$ cat src/rtl/conv_window_gen_pkg.sv
// conv_window_gen_pkg: shared defaults, FSM encoding and window index order
package conv_window_gen_pkg;
  localparam int DATA_WIDTH_DEF = 16;
  typedef enum logic [2:0] {IDLE, FILL, RUN, LAST, DONE} state_e;
  localparam int W_TL = 0;
  localparam int W_TC = 1;
  localparam int W_TR = 2;
  localparam int W_ML = 3;
  localparam int W_MC = 4;
  localparam int W_MR = 5;
  localparam int W_BL = 6;
  localparam int W_BC = 7;
  localparam int W_BR = 8;
endpackage

$ cat src/rtl/conv_line_buffer.sv
// conv_line_buffer: single-port line store, read-before-write at the same address
module conv_line_buffer #(
  parameter int DATA_WIDTH = 16,
  parameter int DEPTH = 28
) (
  input  logic                     clk,
  input  logic                     we,
  input  logic [$clog2(DEPTH)-1:0] addr,
  input  logic [DATA_WIDTH-1:0]    wdata,
  output logic [DATA_WIDTH-1:0]    rdata
);
  logic [DATA_WIDTH-1:0] mem_q [DEPTH];
  assign rdata = mem_q[addr];
  always_ff @(posedge clk) begin
    if (we) mem_q[addr] <= wdata;
  end
endmodule

$ cat src/rtl/conv_window_gen.sv
// conv_window_gen: raster pixel stream to 3x3 valid-position windows with valid/ready on both sides
module conv_window_gen
  import conv_window_gen_pkg::*;
#(
  parameter int DATA_WIDTH = DATA_WIDTH_DEF,
  parameter int IMG_W = 28,
  parameter int IMG_H = 28
) (
  input  logic                  clk,
  input  logic                  rst,
  input  logic                  clear,
  input  logic [DATA_WIDTH-1:0] pix_in,
  input  logic                  pix_valid,
  output logic                  pix_ready,
  output logic [DATA_WIDTH-1:0] win0,
  output logic [DATA_WIDTH-1:0] win1,
  output logic [DATA_WIDTH-1:0] win2,
  output logic [DATA_WIDTH-1:0] win3,
  output logic [DATA_WIDTH-1:0] win4,
  output logic [DATA_WIDTH-1:0] win5,
  output logic [DATA_WIDTH-1:0] win6,
  output logic [DATA_WIDTH-1:0] win7,
  output logic [DATA_WIDTH-1:0] win8,
  output logic                  win_valid,
  input  logic                  win_ready,
  output logic                  win_last,
  output logic                  frame_done
);
  localparam int CW = $clog2(IMG_W);
  localparam int RW = $clog2(IMG_H);
  localparam logic [CW-1:0] COL_MAX = CW'(IMG_W - 1);
  localparam logic [RW-1:0] ROW_MAX = RW'(IMG_H - 1);
  state_e state_q, state_d;
  logic [CW-1:0] col_q, col_d;
  logic [RW-1:0] row_q, row_d;
  logic [DATA_WIDTH-1:0] win_q [9];
  logic [DATA_WIDTH-1:0] win_d [9];
  logic win_valid_q, win_valid_d, win_last_q, win_last_d, frame_done_q, frame_done_d;
  logic [DATA_WIDTH-1:0] top, mid;
  logic accept, consume, qualify, eol, at_end;
  assign pix_ready = !rst && state_q != LAST && state_q != DONE && (!win_valid_q || win_ready);
  assign accept = pix_valid && pix_ready;
  assign consume = win_valid_q && win_ready;
  assign eol = col_q == COL_MAX;
  assign at_end = eol && row_q == ROW_MAX;
  assign qualify = row_q >= RW'(2) && col_q >= CW'(2);
  conv_line_buffer #(.DATA_WIDTH(DATA_WIDTH), .DEPTH(IMG_W)) u_lb0 (
    .clk(clk), .we(accept), .addr(col_q), .wdata(mid), .rdata(top)
  );
  conv_line_buffer #(.DATA_WIDTH(DATA_WIDTH), .DEPTH(IMG_W)) u_lb1 (
    .clk(clk), .we(accept), .addr(col_q), .wdata(pix_in), .rdata(mid)
  );
  always_comb begin
    state_d = state_q;
    col_d = col_q;
    row_d = row_q;
    win_d = win_q;
    win_valid_d = (accept && qualify) ? 1'b1 : (consume ? 1'b0 : win_valid_q);
    win_last_d = (accept && qualify) ? at_end : (consume ? 1'b0 : win_last_q);
    frame_done_d = 1'b0;
    if (accept) begin
      col_d = eol ? '0 : col_q + CW'(1);
      row_d = (eol && row_q != ROW_MAX) ? row_q + RW'(1) : row_q;
      for (int r = 0; r < 3; r++) begin
        win_d[3*r] = win_q[3*r+1];
        win_d[3*r+1] = win_q[3*r+2];
      end
      win_d[W_TR] = top;
      win_d[W_MR] = mid;
      win_d[W_BR] = pix_in;
    end
    unique case (state_q)
      IDLE: state_d = accept ? FILL : IDLE;
      FILL: state_d = (accept && row_q == RW'(2) && col_q == CW'(1)) ? RUN : FILL;
      RUN:  state_d = (accept && at_end) ? LAST : RUN;
      LAST: begin
        state_d = consume ? DONE : LAST;
        frame_done_d = consume;
      end
      DONE: begin
        state_d = IDLE;
        col_d = '0;
        row_d = '0;
      end
      default: state_d = IDLE;
    endcase
    // frame abort keeps line buffer contents; the next pixel restarts at (0,0)
    if (clear) begin
      state_d = IDLE;
      col_d = '0;
      row_d = '0;
      win_valid_d = 1'b0;
      win_last_d = 1'b0;
      frame_done_d = 1'b0;
      win_d = '{default: '0};
    end
  end
  always_ff @(posedge clk or posedge rst) begin
    if (rst) begin
      state_q <= IDLE;
      col_q <= '0;
      row_q <= '0;
      win_q <= '{default: '0};
      win_valid_q <= 1'b0;
      win_last_q <= 1'b0;
      frame_done_q <= 1'b0;
    end else begin
      state_q <= state_d;
      col_q <= col_d;
      row_q <= row_d;
      win_q <= win_d;
      win_valid_q <= win_valid_d;
      win_last_q <= win_last_d;
      frame_done_q <= frame_done_d;
    end
  end
  assign win0 = win_q[W_TL];
  assign win1 = win_q[W_TC];
  assign win2 = win_q[W_TR];
  assign win3 = win_q[W_ML];
  assign win4 = win_q[W_MC];
  assign win5 = win_q[W_MR];
  assign win6 = win_q[W_BL];
  assign win7 = win_q[W_BC];
  assign win8 = win_q[W_BR];
  assign win_valid = win_valid_q;
  assign win_last = win_last_q;
  assign frame_done = frame_done_q;
endmodule

$ cat config.mk
export PLATFORM = sky130hd
export DESIGN_NAME = conv_window_gen
export DESIGN_NICKNAME = d
export VERILOG_FILES = /design/src/rtl/conv_window_gen_pkg.sv /design/src/rtl/conv_line_buffer.sv /design/src/rtl/conv_window_gen.sv
export SDC_FILE = /design/constraint.sdc
export NUM_CORES = 1
export LEC_CHECK = 0
export BUFFER_PORTS_ARGS = -buffer_cell sky130_fd_sc_hd__buf_2
export CORE_UTILIZATION = 61
export DETAILED_ROUTE_END_ITERATION = 7
export PLACE_DENSITY = 0.79
export SLEW_MARGIN = 40
export SYNTH_ARGS = -nofsm -noshare
export SYNTH_HDL_FRONTEND = slang
export SYNTH_SLANG_ARGS = --single-unit
$ cat constraint.sdc
create_clock -name clk -period 15 [get_ports clk]
set_input_delay 3 -clock clk [delete_from_list [all_inputs] [get_ports clk]]
set_output_delay 3 -clock clk [all_outputs]
set_load 0.05 [all_outputs]
# --- After elaboration in Yosys (flattened, before gate mapping) ---
# Memory sizes are Yosys's and may differ from the RTL's.
# Cells that the tools add are included.
# W data, S select, Z words.
totals:
  ram_bits: 896
  in_bits: 21
  output_inout_bits: 148
  elab_cells: 78
  ff_bits: 160
  memories: 2
memory_table:
  columns: ["name", "words", "width", "read_ports", "rd_clocked_by_memory_dff", "write_ports", "line", "text"]
  rows:
  - ["u_lb0.mem_q", 28, 16, 1, 0, 1, "conv_line_buffer.sv:12", "logic [DATA_WIDTH-1:0] mem_q [DEPTH];"]
  - ["u_lb1.mem_q", 28, 16, 1, 0, 1, "conv_line_buffer.sv:12", null]
op_classes:
  n_reduce_logical: 21
  n_lt_le_gt_ge: 2
  n_eq_ne: 11
  n_addsub: 2
  muxes: 25
ops:
  columns: ["op", "count"]
  rows:
  - ["$mux W144", 2]
  - ["$mux W5", 8]
  - ["$logic_and A1 B1 Y1", 12]
  - ["$pmux W3 S4", 1]
  - ["$mux W1", 11]
  - ["$add A5 B1 Y5 const B", 2]
  - ["$eq A5 B5 Y1 const B", 2]
  - ["$ge A5 B2 Y1 const B", 2]
  - ["$reduce_bool A3 Y1", 3]
  - ["$eq A3 B2 Y1 const B", 2]
  - ["$mux W3", 2]
  - ["$eq A5 B1 Y1 const B", 1]
  - ["$eq A5 B2 Y1 const B", 1]
  - ["$ne A5 B5 Y1 const B", 1]
  - ["$eq A3 B1 Y1 const B", 1]
  - ["$eq A3 B3 Y1 const B", 1]
  - ["$logic_not A3 Y1", 1]
  - ["$ne A3 B2 Y1 const B", 1]
  - ["$ne A3 B3 Y1 const B", 1]
  - ["$logic_not A1 Y1", 2]
  - ["$mux W2", 1]
  - ["$reduce_and A2 Y1", 1]
  - ["$reduce_bool A2 Y1", 1]
  - ["$logic_or A1 B1 Y1", 1]

# --- Longest topological paths before layout ---
logic_depth:
  word_depth: 10
  ltp_mapped: 11

# --- Cells and area by module ---
# Synthesis repeated with hierarchy kept, for this count alone.
unflattened:
  hier_cells: 2472
  area_unflattened_um2: 41319.6
modules_own_cells:
  columns: ["module", "n_inst", "area_per_inst_um2", "cells_per_inst", "seq_area_each_um2"]
  rows:
  - ["conv_line_buffer", 2, 17394.2, 873, 13452.9]
  - ["conv_window_gen", 1, 6531.3, 726, 3978.8]

# --- Least setup slack after synthesis ---
# No wires, ideal clock.
synth_timing:
  path_type: "input to register"
  from: "input port rst"
  to: "memory u_lb0.mem_q[10][0], enable pin"
  required_ps: 14539
  setup_time_ps: 461
  arrival_time_ps: 6733
  path_stages: 6
  slack_ps: 7806
  cell_sequence: "nor4_4 and2_1 buf_2 buf_2 nand2_1 nor3_1"
synth_between:
  elab_chain_len: 7
synth_rtl:
  columns: ["item", "line", "text"]
  rows:
  - ["from (decl)", "conv_window_gen.sv:10", "input logic rst,"]
  - ["$logic_not A1 Y1 (no source line)", null, null]
  - ["$logic_and A1 B1 Y1 (3 in series)", "conv_window_gen.sv:41", "assign pix_ready = !rst && state_q != LAST && state_q != DONE && (!win_valid_q || win_ready);"]
  - ["$logic_and A1 B1 Y1", "conv_window_gen.sv:42", "assign accept = pix_valid && pix_ready;"]
  - ["$mux W1", "conv_line_buffer.sv:15", "if (we) mem_q[addr] <= wdata;"]
  - ["$mux W1 (not written as such)", "conv_line_buffer.sv:15", null]
  - ["to (decl)", "conv_line_buffer.sv:12", null]
# No other way between the ends.

# --- Final worst setup path ---
layout_timing:
  from: "input port rst"
  to: "output port pix_ready"
layout_between:
  elab_chain_len: 4
layout_rtl:
  columns: ["item", "line", "text"]
  rows:
  - ["$logic_not A1 Y1 (no source line)", null, null]
  - ["$logic_and A1 B1 Y1 (3 in series)", "conv_window_gen.sv:41", null]
  - ["to (decl)", "conv_window_gen.sv:14", "output logic pix_ready,"]
# No other way between the ends.

==> results.rst <==
.. list-table::
   :header-rows: 1

   * - Metric
     - Value
   * - Outcome
     - finished, violations left
   * - Violated checks
     - DRC
   * - Leakage power
     - 15.6 nW
   * - Root buf cell
     - sky130_fd_sc_hd__clkbuf_16
   * - Final Routed Wirelength
     - 106 mm
   * - Post-Route Skew
     - 0.0372 ns
   * - RSZ-0062 raised after global routing
     - false
   * - Final worst path period share
     - 48.0%
   * - Num Clock Sinks
     - 1,055
   * - Vert. Die Dim
     - 261 um
   * - Power per cell area
     - 130 nW/um^2
   * - Area of the mapped netlist
     - 40,900 um^2
   * - Number of instances in the synthesized netlist
     - 2,228
   * - Number of detailed-routing iterations run before antenna repair
     - 8
   * - Wirelength per Cell
     - 31.3 um
   * - Vias per std cell
     - 6.85
   * - Yosys Warn Count
     - 0
   * - CTS tree
     - yes
   * - Endpoint kind of the worst setup timing path
     - primary output
   * - Aggregate global routing overflow
     - 0
   * - Placement row count
     - 94
   * - Maximum level of the CTS H-tree
     - 3
   * - Starting utilization of the core area
     - 61.9%
   * - Fraction of final layout cells sized beyond drive strength 1
     - 26.8%
   * - FFs w/ async S/R, synth
     - 15.1%
   * - Slew margin rel.
     - 38.8%
   * - Number of buffers inserted for hold repair after clock tree synthesis
     - 0
   * - Met3 track demand over resource
     - 6.81%
   * - Area of the core region
     - 66,000 um^2
   * - Ordered cell list for the critical path
     - buf_2 > nor4_4 > buf_2
   * - Worst min-delay path class
     - flip-flop to flip-flop
   * - Clock-pin slew reported for the worst setup and hold paths after clock tree synthesis
     - 0.06 ns
   * - Count of cell types in the netlist
     - 59
   * - Share of power burned in combinational logic
     - 5.0%
   * - Dominant cell type by count on the critical path
     - sky130_fd_sc_hd__buf_2
   * - Fill cell count
     - 3,780
   * - Number of violations of the max-capacitance limit
     - 0
   * - Post-Route Setup TNS
     - 0 ns
   * - Element type at the critical path start
     - primary input
   * - Post-detailed-route DRC marker count
     - 37
   * - Synthesized flop and latch total
     - 1,055
   * - Pre-CTS setup slack
     - 7.87 ns
   * - Total routing usage reported by global routing
     - 31.4%
   * - Upper clock frequency limit
     - 139 MHz
   * - Via count
     - 23,100
   * - Required time reported for the critical path endpoint
     - 12.00 ns
   * - Post-route antenna net violation count
     - 0
   * - Sequential cell area fraction in the yosys report
     - 75.6%
   * - Met2 capacity usage during global routing
     - 49.9%
   * - Quantity of gates resized following cts
     - 0
   * - Final core occ
     - 70.6%
   * - Post-place instance area
     - 43,300 um^2
   * - Crit Path Class
     - primary input to primary output
   * - Clock buffer depth
     - 3
   * - Final setup violating endpoints
     - 0
   * - Area added between synthesis and finish
     - 14.0%
   * - First-pass GRT wire length
     - 151 mm
   * - Clock insertion delay at the later pin of the skew report
     - 0.67 ns
   * - Total of buffers placed on input and output ports
     - 168
   * - Count of flip-flops with a built-in enable after synthesis
     - 896
   * - Detailed-placement wirelength estimate
     - 60.9 mm
   * - Most used flip-flop cell after synthesis
     - sky130_fd_sc_hd__edfxtp_1
   * - Placed cells
     - 3,187
   * - Vias in the first global route
     - 22,300
   * - Count of inserted antenna diode cells
     - 0
   * - Nets
     - 2,454
   * - DRC violation total after the first TritonRoute iteration
     - 3,460
   * - Crit path time final
     - 7.20 ns
   * - Largest net degree at the start of global routing
     - 108
   * - Worst hold slack after final layout
     - 0.515 ns
   * - Routability congestion estimate
     - 0.909
   * - Final setup margin
     - 7.80 ns
   * - Clock network fraction of design power
     - 41.7%
   * - Syn nets
     - 2,255
   * - Global routing's busiest layer
     - met2
   * - Internal power component
     - 4.76 mW
   * - Portion of total power attributed to sequential cells
     - 53.3%
   * - Largest stage delay on the critical path
     - 0.65 ns
   * - Final design area excluding fillers
     - 46,600 um^2
   * - Overall die width
     - 261 um
   * - Total chip power
     - 6.08 mW
   * - GR Layer Usage met1
     - 43.4%
   * - Proportion of total power due to net switching
     - 21.8%
   * - TritonCTS Buffers
     - 101
   * - Slowest CP cell
     - sky130_fd_sc_hd__nor4_4
   * - Maximum vdd ir drop
     - 107 uV
   * - Overall die area
     - 68,000 um^2
   * - CP max FO
     - 9
   * - Final instance count without filler cells
     - 3,377
   * - I/O pin count
     - 169
   * - Number of endpoints with negative hold slack in the final report
     - 0
   * - Post-CTS Setup Repair Bufs
     - 0
   * - Worst Max-Slew Pin Slew
     - 0.918 ns
   * - Average footprint of a synthesized cell
     - 18.3 um^2
   * - Number of slew-limit violations in the final report
     - 0
   * - Initial antenna violation count
     - 7
   * - NetSw
     - 1.32 mW
   * - Worst endpoint data arrival time
     - 4.20 ns
==> synth_stat cells (3+ instances only) <==
library cell	n	area share, %
sky130_fd_sc_hd__nand3_1	3	0.037
sky130_fd_sc_hd__nand2_1	294	2.7
sky130_fd_sc_hd__nor2_1	76	0.70
sky130_fd_sc_hd__o22ai_1	11	0.17
sky130_fd_sc_hd__dfrtp_1	159	9.7
sky130_fd_sc_hd__nor3_1	33	0.40
sky130_fd_sc_hd__a221oi_1	4	0.086
sky130_fd_sc_hd__a31oi_1	3	0.046
sky130_fd_sc_hd__nand2b_1	5	0.077
sky130_fd_sc_hd__nor3b_1	4	0.073
sky130_fd_sc_hd__mux2_2	30	0.83
sky130_fd_sc_hd__mux2i_1	33	0.81
sky130_fd_sc_hd__nor4_1	11	0.17
sky130_fd_sc_hd__nand3b_1	3	0.055
sky130_fd_sc_hd__and3_1	3	0.046
sky130_fd_sc_hd__and2_1	4	0.061
sky130_fd_sc_hd__inv_1	6	0.055
sky130_fd_sc_hd__or2_2	3	0.046
sky130_fd_sc_hd__nor2b_1	14	0.21
sky130_fd_sc_hd__a21oi_1	136	1.7
sky130_fd_sc_hd__buf_4	21	0.39
sky130_fd_sc_hd__a22oi_1	19	0.35
sky130_fd_sc_hd__a22o_1	15	0.32
sky130_fd_sc_hd__o21ai_0	27	0.33
sky130_fd_sc_hd__buf_2	46	0.56
sky130_fd_sc_hd__clkbuf_1	43	0.39
sky130_fd_sc_hd__buf_6	13	0.36
sky130_fd_sc_hd__or3_1	17	0.26
sky130_fd_sc_hd__a211o_1	4	0.086
sky130_fd_sc_hd__a211oi_1	23	0.42
sky130_fd_sc_hd__a311oi_1	10	0.21
sky130_fd_sc_hd__a2111oi_0	5	0.11
sky130_fd_sc_hd__mux4_2	207	11
sky130_fd_sc_hd__ha_1	6	0.18
sky130_fd_sc_hd__edfxtp_1	896	66
sky130_fd_sc_hd__buf_1	12	0.11
==> layer usage <==
metal | share of wire [%] | wire, um
met5 | 0.099 | 105
met2 | 48 | 50500
met3 | 12 | 13100
met4 | 3.8 | 4040
met1 | 36 | 37800
==> sequential cells by signal, indices dropped and copies added (netlist names) <==
| signal | flops |
|---|---|
| u_lb0.mem_q | 448 |
| u_lb1.mem_q | 448 |
| win0 | 16 |
| win1 | 16 |
| win2 | 16 |
| win3 | 16 |
| win4 | 16 |
| win5 | 16 |
| win6 | 16 |
| win7 | 16 |
| win8 | 16 |
| col_q | 5 |
| row_q | 5 |
| state_q | 2 |
| frame_done | 1 |
| win_last | 1 |
| win_valid | 1 |
==> path summary, 6_finish.rpt <==
| kind | start | endpoint | slack (ns) | cells past startpoint |
|---|---|---|---|---|
| setup / recovery | rst | pix_ready | 7.80 | 3 |
| hold / removal | win6[12]$_DFFE_PP0P_ | win6[12]$_DFFE_PP0P_ | 0.51 | 2 |
| setup reg to reg | col_q[1]$_DFFE_PP0P_ | u_lb0.mem_q[7][5]$_DFFE_PP_ | 10.44 | 6 |
| hold reg to reg | win6[12]$_DFFE_PP0P_ | win6[12]$_DFFE_PP0P_ | 0.51 | 2 |
| max in group asynchronous | rst | win3[15]$_DFFE_PP0P_ | 11.45 | 3 |
| min in group asynchronous | rst | state_q[0]$_DFF_PP0_ | 2.50 | 2 |
==> cell type report <==
type                    count  area, um^2  area share [%]
repair buffers            231        1840            3.94
well taps                 864        1080            2.32
clock inverters            49         498            1.07
clock buffers             140        2790            5.98
inverters                   7        33.8          0.0725
flip-flops and latches   1055       30900            66.3
multi-input cells        1031        9470            20.3
==> worst max-delay path, delay by kind of cell <==
family        cells  cell delay (ns)
buf+inv           2             0.54
simple gates      1             0.65
==> cells in the final DEF, fill, tap and decap left out, types with 8 or more instances in the layout <==
| master | n |
|---|---|
| sky130_fd_sc_hd__nor2_1 | 54 |
| sky130_fd_sc_hd__a22oi_1 | 19 |
| sky130_fd_sc_hd__nor2b_1 | 14 |
| sky130_fd_sc_hd__mux2_2 | 30 |
| sky130_fd_sc_hd__mux2i_1 | 33 |
| sky130_fd_sc_hd__buf_16 | 19 |
| sky130_fd_sc_hd__mux4_2 | 207 |
| sky130_fd_sc_hd__or3_2 | 9 |
| sky130_fd_sc_hd__dfrtp_1 | 155 |
| sky130_fd_sc_hd__buf_8 | 12 |
| sky130_fd_sc_hd__edfxtp_1 | 896 |
| sky130_fd_sc_hd__a311oi_1 | 10 |
| sky130_fd_sc_hd__nor3_1 | 25 |
| sky130_fd_sc_hd__o21ai_0 | 27 |
| sky130_fd_sc_hd__o22ai_1 | 11 |
| sky130_fd_sc_hd__nand2_1 | 292 |
| sky130_fd_sc_hd__nor4_1 | 10 |
| sky130_fd_sc_hd__nor2_4 | 21 |
| sky130_fd_sc_hd__a211oi_1 | 21 |
| sky130_fd_sc_hd__clkinv_1 | 18 |
| sky130_fd_sc_hd__clkinv_2 | 16 |
| sky130_fd_sc_hd__a22o_1 | 15 |
| sky130_fd_sc_hd__nor3_2 | 8 |
| sky130_fd_sc_hd__buf_2 | 167 |
| sky130_fd_sc_hd__or3_1 | 8 |
| sky130_fd_sc_hd__clkbuf_16 | 103 |
| sky130_fd_sc_hd__clkbuf_1 | 30 |
| sky130_fd_sc_hd__a21oi_1 | 136 |
| sky130_fd_sc_hd__buf_4 | 24 |
| sky130_fd_sc_hd__bufinv_16 | 9 |
==> kinds of logic (layout without fill, tap and decap cells) <==
kind of cell | after synthesis | count (layout) | share of synthesized area (%)
simple gates | 479 | 479 | 5.06
buf+inv | 142 | 427 | 1.88
flops | 1055 | 1055 | 75.6
xor+xnor | 1 | 1 | 0.0214
mux | 271 | 271 | 13.1
compound gates | 274 | 274 | 4.17
fa+ha+maj | 6 | 6 | 0.184
==> power by group through the flow <==
stage	registers (mW)	clock network (mW)	logic, mW
floorplan	3.33	0	0.154
global placement	3.30	0	0.280
detailed placement	3.30	0	0.295
CTS	3.24	2.55	0.299
global route	3.24	2.66	0.318
finish	3.24	2.54	0.303
(Power assumes the default switching activity.)
